==> src/rtl/uart_rx_pkg.sv <==
// Shared definitions for the UART receiver: FSM states, legal oversampling
// ratios, parity types and the 2-of-3 majority helper.
package uart_rx_pkg;

  typedef enum logic [2:0] {
    IDLE   = 3'd0,
    START  = 3'd1,
    DATA   = 3'd2,
    PARITY = 3'd3,
    STOP   = 3'd4
  } state_t;

  localparam int PRESCALE_8  = 8;
  localparam int PRESCALE_16 = 16;
  localparam int PRESCALE_32 = 32;

  localparam logic PAR_EVEN = 1'b0;
  localparam logic PAR_ODD  = 1'b1;

  function automatic logic majority3(input logic [2:0] s);
    return (s[0] & s[1]) | (s[0] & s[2]) | (s[1] & s[2]);
  endfunction

endpackage

==> src/rtl/uart_rx_sampler.sv <==
// Per-bit edge counter and three-tap majority sampler centred on the bit middle.
// bit_end marks the last oversampling edge of each bit period.
module uart_rx_sampler
  import uart_rx_pkg::*;
#(
  parameter int PRESCALE_W = 6
) (
  input  logic                  clk,
  input  logic                  rst,
  input  logic                  active,
  input  logic                  rx_s,
  input  logic [PRESCALE_W-1:0] prescale,
  output logic                  sampled_bit,
  output logic                  bit_end
);

  logic [PRESCALE_W-1:0] edge_cnt_reg;
  logic [PRESCALE_W-1:0] half;
  logic [PRESCALE_W-1:0] last_edge;
  logic [2:0]            samples;

  assign half      = prescale >> 1;
  assign last_edge = prescale - PRESCALE_W'(1);
  assign bit_end   = active && (edge_cnt_reg == last_edge);

  // Counter is parked at zero while idle so a new frame always starts aligned.
  always_ff @(posedge clk) begin
    if (rst || !active) begin
      edge_cnt_reg <= '0;
    end else if (bit_end) begin
      edge_cnt_reg <= '0;
    end else begin
      edge_cnt_reg <= edge_cnt_reg + PRESCALE_W'(1);
    end
  end

  genvar gi;
  generate
    for (gi = 0; gi < 3; gi++) begin : g_tap
      logic [PRESCALE_W-1:0] tap_point;
      logic                  tap_reg;

      assign tap_point = half + PRESCALE_W'(gi) - PRESCALE_W'(1);

      always_ff @(posedge clk) begin
        if (rst) begin
          tap_reg <= 1'b1;
        end else if (active && (edge_cnt_reg == tap_point)) begin
          tap_reg <= rx_s;
        end
      end

      assign samples[gi] = tap_reg;
    end
  endgenerate

  assign sampled_bit = majority3(samples);

endmodule

==> src/rtl/uart_rx.sv <==
// UART receiver: synchronizes rx_in, frames start/data/parity/stop bits and
// reports each byte with a one-cycle data_valid, or a par_err/stp_err strobe.
module uart_rx
  import uart_rx_pkg::*;
#(
  parameter int DATA_WIDTH = 8,
  parameter int PRESCALE_W = 6
) (
  input  logic                  clk,
  input  logic                  rst,
  input  logic                  rx_in,
  input  logic [PRESCALE_W-1:0] prescale,
  input  logic                  par_en,
  input  logic                  par_typ,
  output logic [DATA_WIDTH-1:0] p_data,
  output logic                  data_valid,
  output logic                  par_err,
  output logic                  stp_err
);

  localparam int BIT_CNT_W = $clog2(DATA_WIDTH + 1);
  localparam logic [BIT_CNT_W-1:0] LAST_BIT = BIT_CNT_W'(DATA_WIDTH - 1);

  state_t state_reg, state_next;

  logic                  sync1_reg, rx_s;
  logic [PRESCALE_W-1:0] prescale_reg;
  logic                  par_en_reg, par_typ_reg;
  logic [BIT_CNT_W-1:0]  bit_cnt_reg;
  logic [DATA_WIDTH-1:0] shift_reg;
  logic                  frame_bad_reg;
  logic [DATA_WIDTH-1:0] p_data_reg;
  logic                  data_valid_reg, par_err_reg, stp_err_reg;

  logic data_valid_next, par_err_next, stp_err_next;
  logic start_det, sampled_bit, bit_end, parity_exp;

  always_ff @(posedge clk) begin
    if (rst) begin
      sync1_reg <= 1'b1;
      rx_s      <= 1'b1;
    end else begin
      sync1_reg <= rx_in;
      rx_s      <= sync1_reg;
    end
  end

  uart_rx_sampler #(
    .PRESCALE_W(PRESCALE_W)
  ) u_sampler (
    .clk        (clk),
    .rst        (rst),
    .active     (state_reg != IDLE),
    .rx_s       (rx_s),
    .prescale   (prescale_reg),
    .sampled_bit(sampled_bit),
    .bit_end    (bit_end)
  );

  assign start_det  = (state_reg == IDLE) && !rx_s;
  assign parity_exp = (^shift_reg) ^ (par_typ_reg == PAR_ODD);

  always_comb begin
    state_next      = state_reg;
    data_valid_next = 1'b0;
    par_err_next    = 1'b0;
    stp_err_next    = 1'b0;
    case (state_reg)
      IDLE: begin
        if (!rx_s) state_next = START;
      end
      START: begin
        // A start bit that does not hold low through its middle is line noise.
        if (bit_end) state_next = sampled_bit ? IDLE : DATA;
      end
      DATA: begin
        if (bit_end && (bit_cnt_reg == LAST_BIT)) state_next = par_en_reg ? PARITY : STOP;
      end
      PARITY: begin
        if (bit_end) begin
          state_next   = STOP;
          par_err_next = (sampled_bit != parity_exp);
        end
      end
      STOP: begin
        if (bit_end) begin
          state_next = IDLE;
          if (!sampled_bit) stp_err_next = 1'b1;
          else if (!frame_bad_reg) data_valid_next = 1'b1;
        end
      end
      default: state_next = IDLE;
    endcase
  end

  always_ff @(posedge clk) begin
    if (rst) begin
      state_reg      <= IDLE;
      prescale_reg   <= PRESCALE_W'(PRESCALE_8);
      par_en_reg     <= 1'b0;
      par_typ_reg    <= PAR_EVEN;
      bit_cnt_reg    <= '0;
      shift_reg      <= '0;
      frame_bad_reg  <= 1'b0;
      p_data_reg     <= '0;
      data_valid_reg <= 1'b0;
      par_err_reg    <= 1'b0;
      stp_err_reg    <= 1'b0;
    end else begin
      state_reg      <= state_next;
      data_valid_reg <= data_valid_next;
      par_err_reg    <= par_err_next;
      stp_err_reg    <= stp_err_next;

      // Frame configuration is frozen at the start edge for the whole frame.
      if (start_det) begin
        prescale_reg  <= prescale;
        par_en_reg    <= par_en;
        par_typ_reg   <= par_typ;
        frame_bad_reg <= 1'b0;
        bit_cnt_reg   <= '0;
      end

      if ((state_reg == DATA) && bit_end) begin
        shift_reg   <= {sampled_bit, shift_reg[DATA_WIDTH-1:1]};
        bit_cnt_reg <= bit_cnt_reg + BIT_CNT_W'(1);
      end

      if (par_err_next) frame_bad_reg <= 1'b1;
      if (data_valid_next) p_data_reg <= shift_reg;
    end
  end

  assign p_data     = p_data_reg;
  assign data_valid = data_valid_reg;
  assign par_err    = par_err_reg;
  assign stp_err    = stp_err_reg;

endmodule

==> config.mk <==
export PLATFORM = sky130hd
export DESIGN_NAME = uart_rx
export DESIGN_NICKNAME = d
export VERILOG_FILES = /design/src/rtl/uart_rx_pkg.sv /design/src/rtl/uart_rx_sampler.sv /design/src/rtl/uart_rx.sv
export SDC_FILE = /design/constraint.sdc
export NUM_CORES = 1
export LEC_CHECK = 0
export ABC_AREA = 1
export CAP_MARGIN = 20
export CORE_MARGIN = 10
export CORE_UTILIZATION = 50
export DETAILED_ROUTE_END_ITERATION = 8
export GPL_TIMING_DRIVEN = 1
export PLACE_DENSITY = 0.74
export SYNTH_ARGS = -nofsm -noshare
export SYNTH_HDL_FRONTEND = slang
export SYNTH_SLANG_ARGS = --single-unit
==> constraint.sdc <==
create_clock -name clk -period 1.7 [get_ports clk]
set_clock_uncertainty 0.05 [all_clocks]
set_input_delay 0.34 -clock clk [delete_from_list [all_inputs] [get_ports clk]]
set_output_delay 0.34 -clock clk [all_outputs]
set_load 0.02 [all_outputs]
==> results of run 1 <==
-- layout make-up --
| cell class | instances | area, um^2 |
|---|---|---|
| fillers | 352 | 1401 |
| well taps | 54 | 67.56 |
| inverters | 47 | 188.9 |
| clock buffers | 7 | 86.33 |
| clock inverters | 1 | 8.758 |
| repair buffers | 55 | 498.0 |
| flip-flops and latches | 46 | 930.9 |
| multi-input cells | 240 | 1510 |
-- worst min path at each step --
| stage | startpoint | to | slack, ns | depth (start not counted) |
|---|---|---|---|---|
| floorplan | sync1_reg | rx_s | 0.34 | 1 |
| global placement | sync1_reg | rx_s | 0.34 | 1 |
| detailed placement | sync1_reg | rx_s | 0.35 | 1 |
| CTS | sync1_reg | rx_s | 0.37 | 1 |
| global route | sync1_reg | rx_s | 0.39 | 1 |
| finish | sync1_reg | rx_s | 0.37 | 1 |
-- synth_stat cells --
cell       n
a21o_1     1
a21oi_1   25
a31oi_1    1
and3_1     1
buf_1      1
buf_4      1
buf_6      2
clkbuf_1   4
clkbuf_2   1
clkinv_1   1
dfxtp_1   46
ha_1       6
inv_1     41
inv_2      5
nand2_1   67
nand2_2    1
nand3_1   29
nand3_4    1
nand3b_1   1
nand4_1    5
nor2_1    42
nor2_2     1
nor2_4     3
nor3_1     5
nor3_2     1
nor3b_1    1
o211ai_1   1
o21ai_0   11
o21ai_1   10
or2_2      4
xnor2_1   13
xor2_1    10
-- layer usage --
metal / vias up / global-route usage [%] / part of all wire (%)
met5: - / 0 / 0
met2: 95 / 26.40 / 50
met4: 0 / 5.780 / 2.6
met3: 16 / 3.464 / 6.9
met1: 1108 / 19.22 / 41
li1: 1198 / - / -
-- critical path: stages (launching register included) --
cell     delay (ns)
dfxtp_4        0.39
inv_8          0.05
ha_4           0.28
nand2_1        0.05
nand2_1        0.08
nand3_2        0.10
nor2_4         0.11
nand3_4        0.15
nor2_4         0.23
buf_6          0.17
o21ai_2        0.06
a21oi_1        0.12
-- power by group --
group | total, uW | leakage, uW | internal (uW) | switching, uW
sequential | 1220 | 0.000375 | 1140 | 80.5
clock | 708 | 0.0000489 | 336 | 372
combinational | 926 | 0.00101 | 376 | 550
total | 2850 | 0.00143 | 1850 | 1000
-- cells by family after synthesis --
group / share of synthesized area, %
AOI/OAI and AO/OA: 10.44
xor gates and xnor gates: 8.359
adders and majority gates: 3.115
buffers and inverters: 9.553
DFF: 38.21
and+or+nand+nor: 30.32
-- per-stage QoR --
stage          setup TNS (ns)  instance area [um^2]  total power, uW
4_1_cts                -2.379                  3113             2692
2_1_floorplan               0                  2412             1670
3_3_place_gp          -0.9425                  2851             1892
6_report               -3.552                  3291             2851
3_5_place_dp           -2.996                  2851             1915
5_1_grt                -6.146                  3291             2977
-- repair_timing --
item / 4_1_cts / 5_1_grt
endpoints found under the setup margin: 32 / 39
buffers inserted: 5 / 2
pin swaps: 20 / 20
resized for setup: 37 / 41
-- cell usage in the layout (no fill, tap or decap), drive strengths merged, types with 2 or more instances in the layout --
master / synthesis / final
clkdlybuf4s50: 0 / 19
nand3: 30 / 30
o21ai: 21 / 21
ha: 6 / 6
buf: 4 / 34
dlymetal6s2s: 0 / 2
dfxtp: 46 / 46
nand2: 68 / 68
xnor2: 13 / 13
or2: 4 / 4
clkbuf: 5 / 7
nor2: 46 / 46
xor2: 10 / 10
nor3: 6 / 6
inv: 46 / 47
nand4: 5 / 5
a21oi: 25 / 25
==> metrics.yaml, run 1 <==
setup_path:
  cp.arrival_ns: 2.09
  crit_required_ns: 1.89
  crit_fanout: 8
  cp-end-kind: "register"
  reg2reg_depth: 11
  critPathKind: "reg -> reg"
  endpoint: "shift_reg[1]"
  r2r_slack_ns: -0.20
  critPathLaunchType: "register"
  r2r-end: "shift_reg[1]"
  startpoint: "prescale_reg[1]"
  rr_startpoint: "prescale_reg[1]"
synthesis:
  yosysSeqAreaShare_pct: 38.21
  ys_types: 32
  ys_ff_latch: 46
  synth.avg_cell_area_um2: 7.046
  synth_area_leaders: "dfxtp_1 (38%), nand2_1 (10%), nor2_1 (6.5%)"
  netlist_instances: 342
  synth.cell_area_um2: 2410
  synth_top_area_share_pct: 38.21
  yosysTopAreaCell: "dfxtp_1"
  yosysWarnings: 0
  syn_nets: 359
job:
  drv_cap: 0
placed_design:
  dp_cells: 435
  gp_congestion: 0.9615
  port_buffers: 21
  dp_slack_ns: -0.1724
  hpwl_um: 4319
floorplan:
  die_h_um: 89.43
  die_area_um2: 7997
  start_util_pct: 51.36
  die_x_um: 89.43
  io_pins: 22
  rows: 25
  coreArea_um2: 4692
clock_tree:
  cts_buffer_depth: 2
  cts_tree: "built"
  htreeDepth: 2
  postCtsHoldBufs: 0
  clk_latency_ns: 0.30
  numCtsBuffers: 5
  clock-root-buffer: "clkbuf_8"
  clock-sinks: 46
  path_clk_slew_ns: 0.09
grt:
  grtUsageTotal_pct: 15.75
  grt-ovfl-total: 0
  grt_pass1_vias: 2206
  antenna_found_initial: 0
  grt_max_degree: 20
  grt_pass1_wl_um: 9887
final_layout:
  area_growth_pct: 36.55
  drive_gt1_share_pct: 28.28
  fin_util_pct: 70.13
  fin_cells: 450
  num_antenna_cells: 0
  nNetsFinal: 412
timing:
  tightest_slew_ns: 0.5212
  rsz0062_at_grt: "yes"
  hold_slack_ns: 0.3690
  fmax_ghz: 0.5254
  fin_crit_sh_pct: 112.0
  layout_min_cycle_time_ns: 1.903
  maxSlewViolCount: 0
  hold_viol: 0
  setup_ws_ns: -0.2032
  setup_viol: 30
  slew_headroom_pct: 65.02
drt:
  dr_total_vias: 2417
  first_iter_violations: 150
  wl_um: 6811
  viasPerCell: 5.371
  wl_per_cell_um: 15.14
  first_pass_iters: 5
  drt.antenna.violating_nets: 0
  drc: 0
worst_hold_path:
  worstHoldPathType: "reg -> reg"
status:
  violations: "setup timing"
  status: "finished with violations"
pwr:
  p_leak_uw: 0.001432
  vdd_drop_max_v: 0.0005074
  pwr_density_cell_nw_per_um2: 866.3
Note: power is estimated with default switching activity, not from simulation.
==> run 2: changes to the inputs <==
MAX_ROUTING_LAYER = met4   (was unset)
SLEW_MARGIN = 20   (was unset)
==> metrics.yaml, run 2 (same netlist as run 1, synthesis figures left out) <==
grt:
  grt_max_degree: 20  # unchanged
  grtUsageTotal_pct: 16.19  # was 15.75%
  antenna_found_initial: 0  # unchanged
  grt_pass1_wl_um: 9887  # unchanged
  grt_pass1_vias: 2210  # was 2206
  grt-ovfl-total: 0  # unchanged
clock_tree:
  numCtsBuffers: 5  # unchanged
  path_clk_slew_ns: 0.09  # about the same
  clock-root-buffer: "clkbuf_8"  # unchanged
  cts_tree: "built"  # unchanged
  postCtsHoldBufs: 0  # unchanged
  cts_buffer_depth: 2  # unchanged
  htreeDepth: 2  # unchanged
  clock-sinks: 46  # unchanged
  clk_latency_ns: 0.30  # about the same
final_layout:
  area_growth_pct: 36.55  # unchanged
  final_common_cell: "nand2_1"  # unchanged
  nNetsFinal: 412  # unchanged
  nFillCells: 352  # unchanged
  drive_gt1_share_pct: 28.28  # unchanged
  final_cell_mix: "nand2_1 (58), dfxtp_1 (40), nor2_1 (37), inv_1 (36), buf_4 (29)"  # unchanged
  num_antenna_cells: 0  # unchanged
  postLayoutCellArea_um2: 3291  # unchanged
status:
  status: "finished with violations"  # unchanged
  violations: "setup timing"  # unchanged
setup_path:
  crit_fanout: 8  # unchanged
  reg2reg_depth: 11  # unchanged
  critPathLaunchType: "register"  # unchanged
  endpoint: "shift_reg[1]"  # unchanged
  crit_required_ns: 1.89  # about the same
  critPathKind: "reg -> reg"  # unchanged
  rr_startpoint: "prescale_reg[1]"  # unchanged
  cp.arrival_ns: 2.09  # about the same
  startpoint: "prescale_reg[1]"  # unchanged
  r2r_slack_ns: -0.20  # about the same
  cp-end-kind: "register"  # unchanged
  r2r-end: "shift_reg[1]"  # unchanged
drt:
  wl_um: 6789  # was 6811 um
  first_pass_iters: 6  # was 5
  drt.antenna.violating_nets: 0  # unchanged
  viasPerCell: 5.340  # was 5.371
  first_iter_violations: 158  # was 150
  dr_total_vias: 2403  # was 2417
  wl_per_cell_um: 15.09  # was 15.14 um
  drc: 0  # unchanged
timing:
  fin_crit_sh_pct: 112.1  # was 112.0%
  setup_viol: 30  # unchanged
  slew_headroom_pct: 66.31  # was 65.02%
  setup_ws_ns: -0.2050  # was -0.2032 ns
  fmax_ghz: 0.5249  # was 0.5254 GHz
  rsz0062_at_grt: "yes"  # unchanged
  layout_min_cycle_time_ns: 1.905  # was 1.903 ns
  maxSlewViolCount: 0  # unchanged
  tightest_slew_ns: 0.5020  # was 0.5212 ns
  hold_viol: 0  # unchanged
  tns_ns: -3.472  # was -3.552 ns
placed_design:
  place_area_um2: 2851  # unchanged
  port_buffers: 21  # unchanged
  gp_congestion: 0.9791  # was 0.9615
  hpwl_um: 4319  # unchanged
  dp_slack_ns: -0.1724  # unchanged
pwr:
  pwr_density_cell_nw_per_um2: 866.9  # was 866.3 nW/um^2
  vdd_drop_max_v: 0.0005071  # was 0.0005074 V
  p_leak_uw: 0.001432  # unchanged
floorplan:
  io_pins: 22  # unchanged
  die_area_um2: 7997  # unchanged
  start_util_pct: 51.36  # unchanged
  die_x_um: 89.43  # unchanged
  rows: 25  # unchanged
  die_h_um: 89.43  # unchanged
  coreArea_um2: 4692  # unchanged
worst_hold_path:
  worstHoldPathType: "reg -> reg"  # unchanged
  hold_start: "sync1_reg"  # unchanged
job:
  drv_cap: 0  # unchanged
run 2: cell counts in the layout (fill, tap and decap cells not counted):
No cell type changed its count.
run 2: timing repair:
item,4_1_cts,5_1_grt
pin swaps,20,20
gates cloned,0,0
resized for setup,37,41
buffers inserted,5,2
endpoints found under the setup margin,32,39
run 2: how the worst min path moves through the flow:
stage,endpoint,slack (ns),depth (start not counted)
3_5_place_dp,rx_s,0.35,1
5_1_grt,rx_s,0.39,1
6_report,rx_s,0.37,1
4_1_cts,rx_s,0.37,1
2_1_floorplan,rx_s,0.34,1
3_3_place_gp,rx_s,0.34,1
run 2: routing by layer:
| layer | up-vias | part of all wire (%) | GRT usage (%) |
|---|---|---|---|
| met5 | - | 0 | - |
| met4 | 0 | 3.0 | 5.780 |
| met3 | 24 | 5.2 | 3.464 |
| met2 | 76 | 50 | 26.40 |
| met1 | 1110 | 42 | 19.22 |
| li1 | 1193 | - | - |
run 2: where the power goes:
| part | switching (uW) | internal (uW) | leakage, uW |
|---|---|---|---|
| Combinational | 547 | 376 | 0.00101 |
| Sequential | 81.2 | 1140 | 0.000375 |
| Clock | 376 | 336 | 0.0000489 |
run 2: per-stage QoR:
step                      cells  total power, uW  hold WS (ns)  utilization [%]
after detailed placement    435             1915        0.3505            60.77
after floorplan             342             1670        0.3395                -
final                       450             2853        0.3678            70.13
after global routing        450             2977        0.3871            70.13
after CTS                   448             2692        0.3712            66.35
after global placement      435             1892        0.3418            60.77
run 2: area by class of cell:
type	instances	area [um^2]	area share, %
Inverter	47	188.9	5.741
Clock inverter	1	8.758	0.2662
Sequential cell	46	930.9	28.29
Tap cell	54	67.56	2.053
Clock buffer	7	86.33	2.624
Multi-Input combinational cell	240	1510	45.89
Timing Repair Buffer	55	498.0	15.13
run 2: worst max-delay path, stage by stage (launching register included):
cell and delay, ns:
dfxtp_4 0.39, inv_8 0.05, ha_4 0.28, nand2_1 0.05, nand2_1 0.08, nand3_2 0.10, nor2_4 0.11, nand3_4 0.15
nor2_4 0.23, buf_6 0.17, o21ai_2 0.06, a21oi_1 0.12
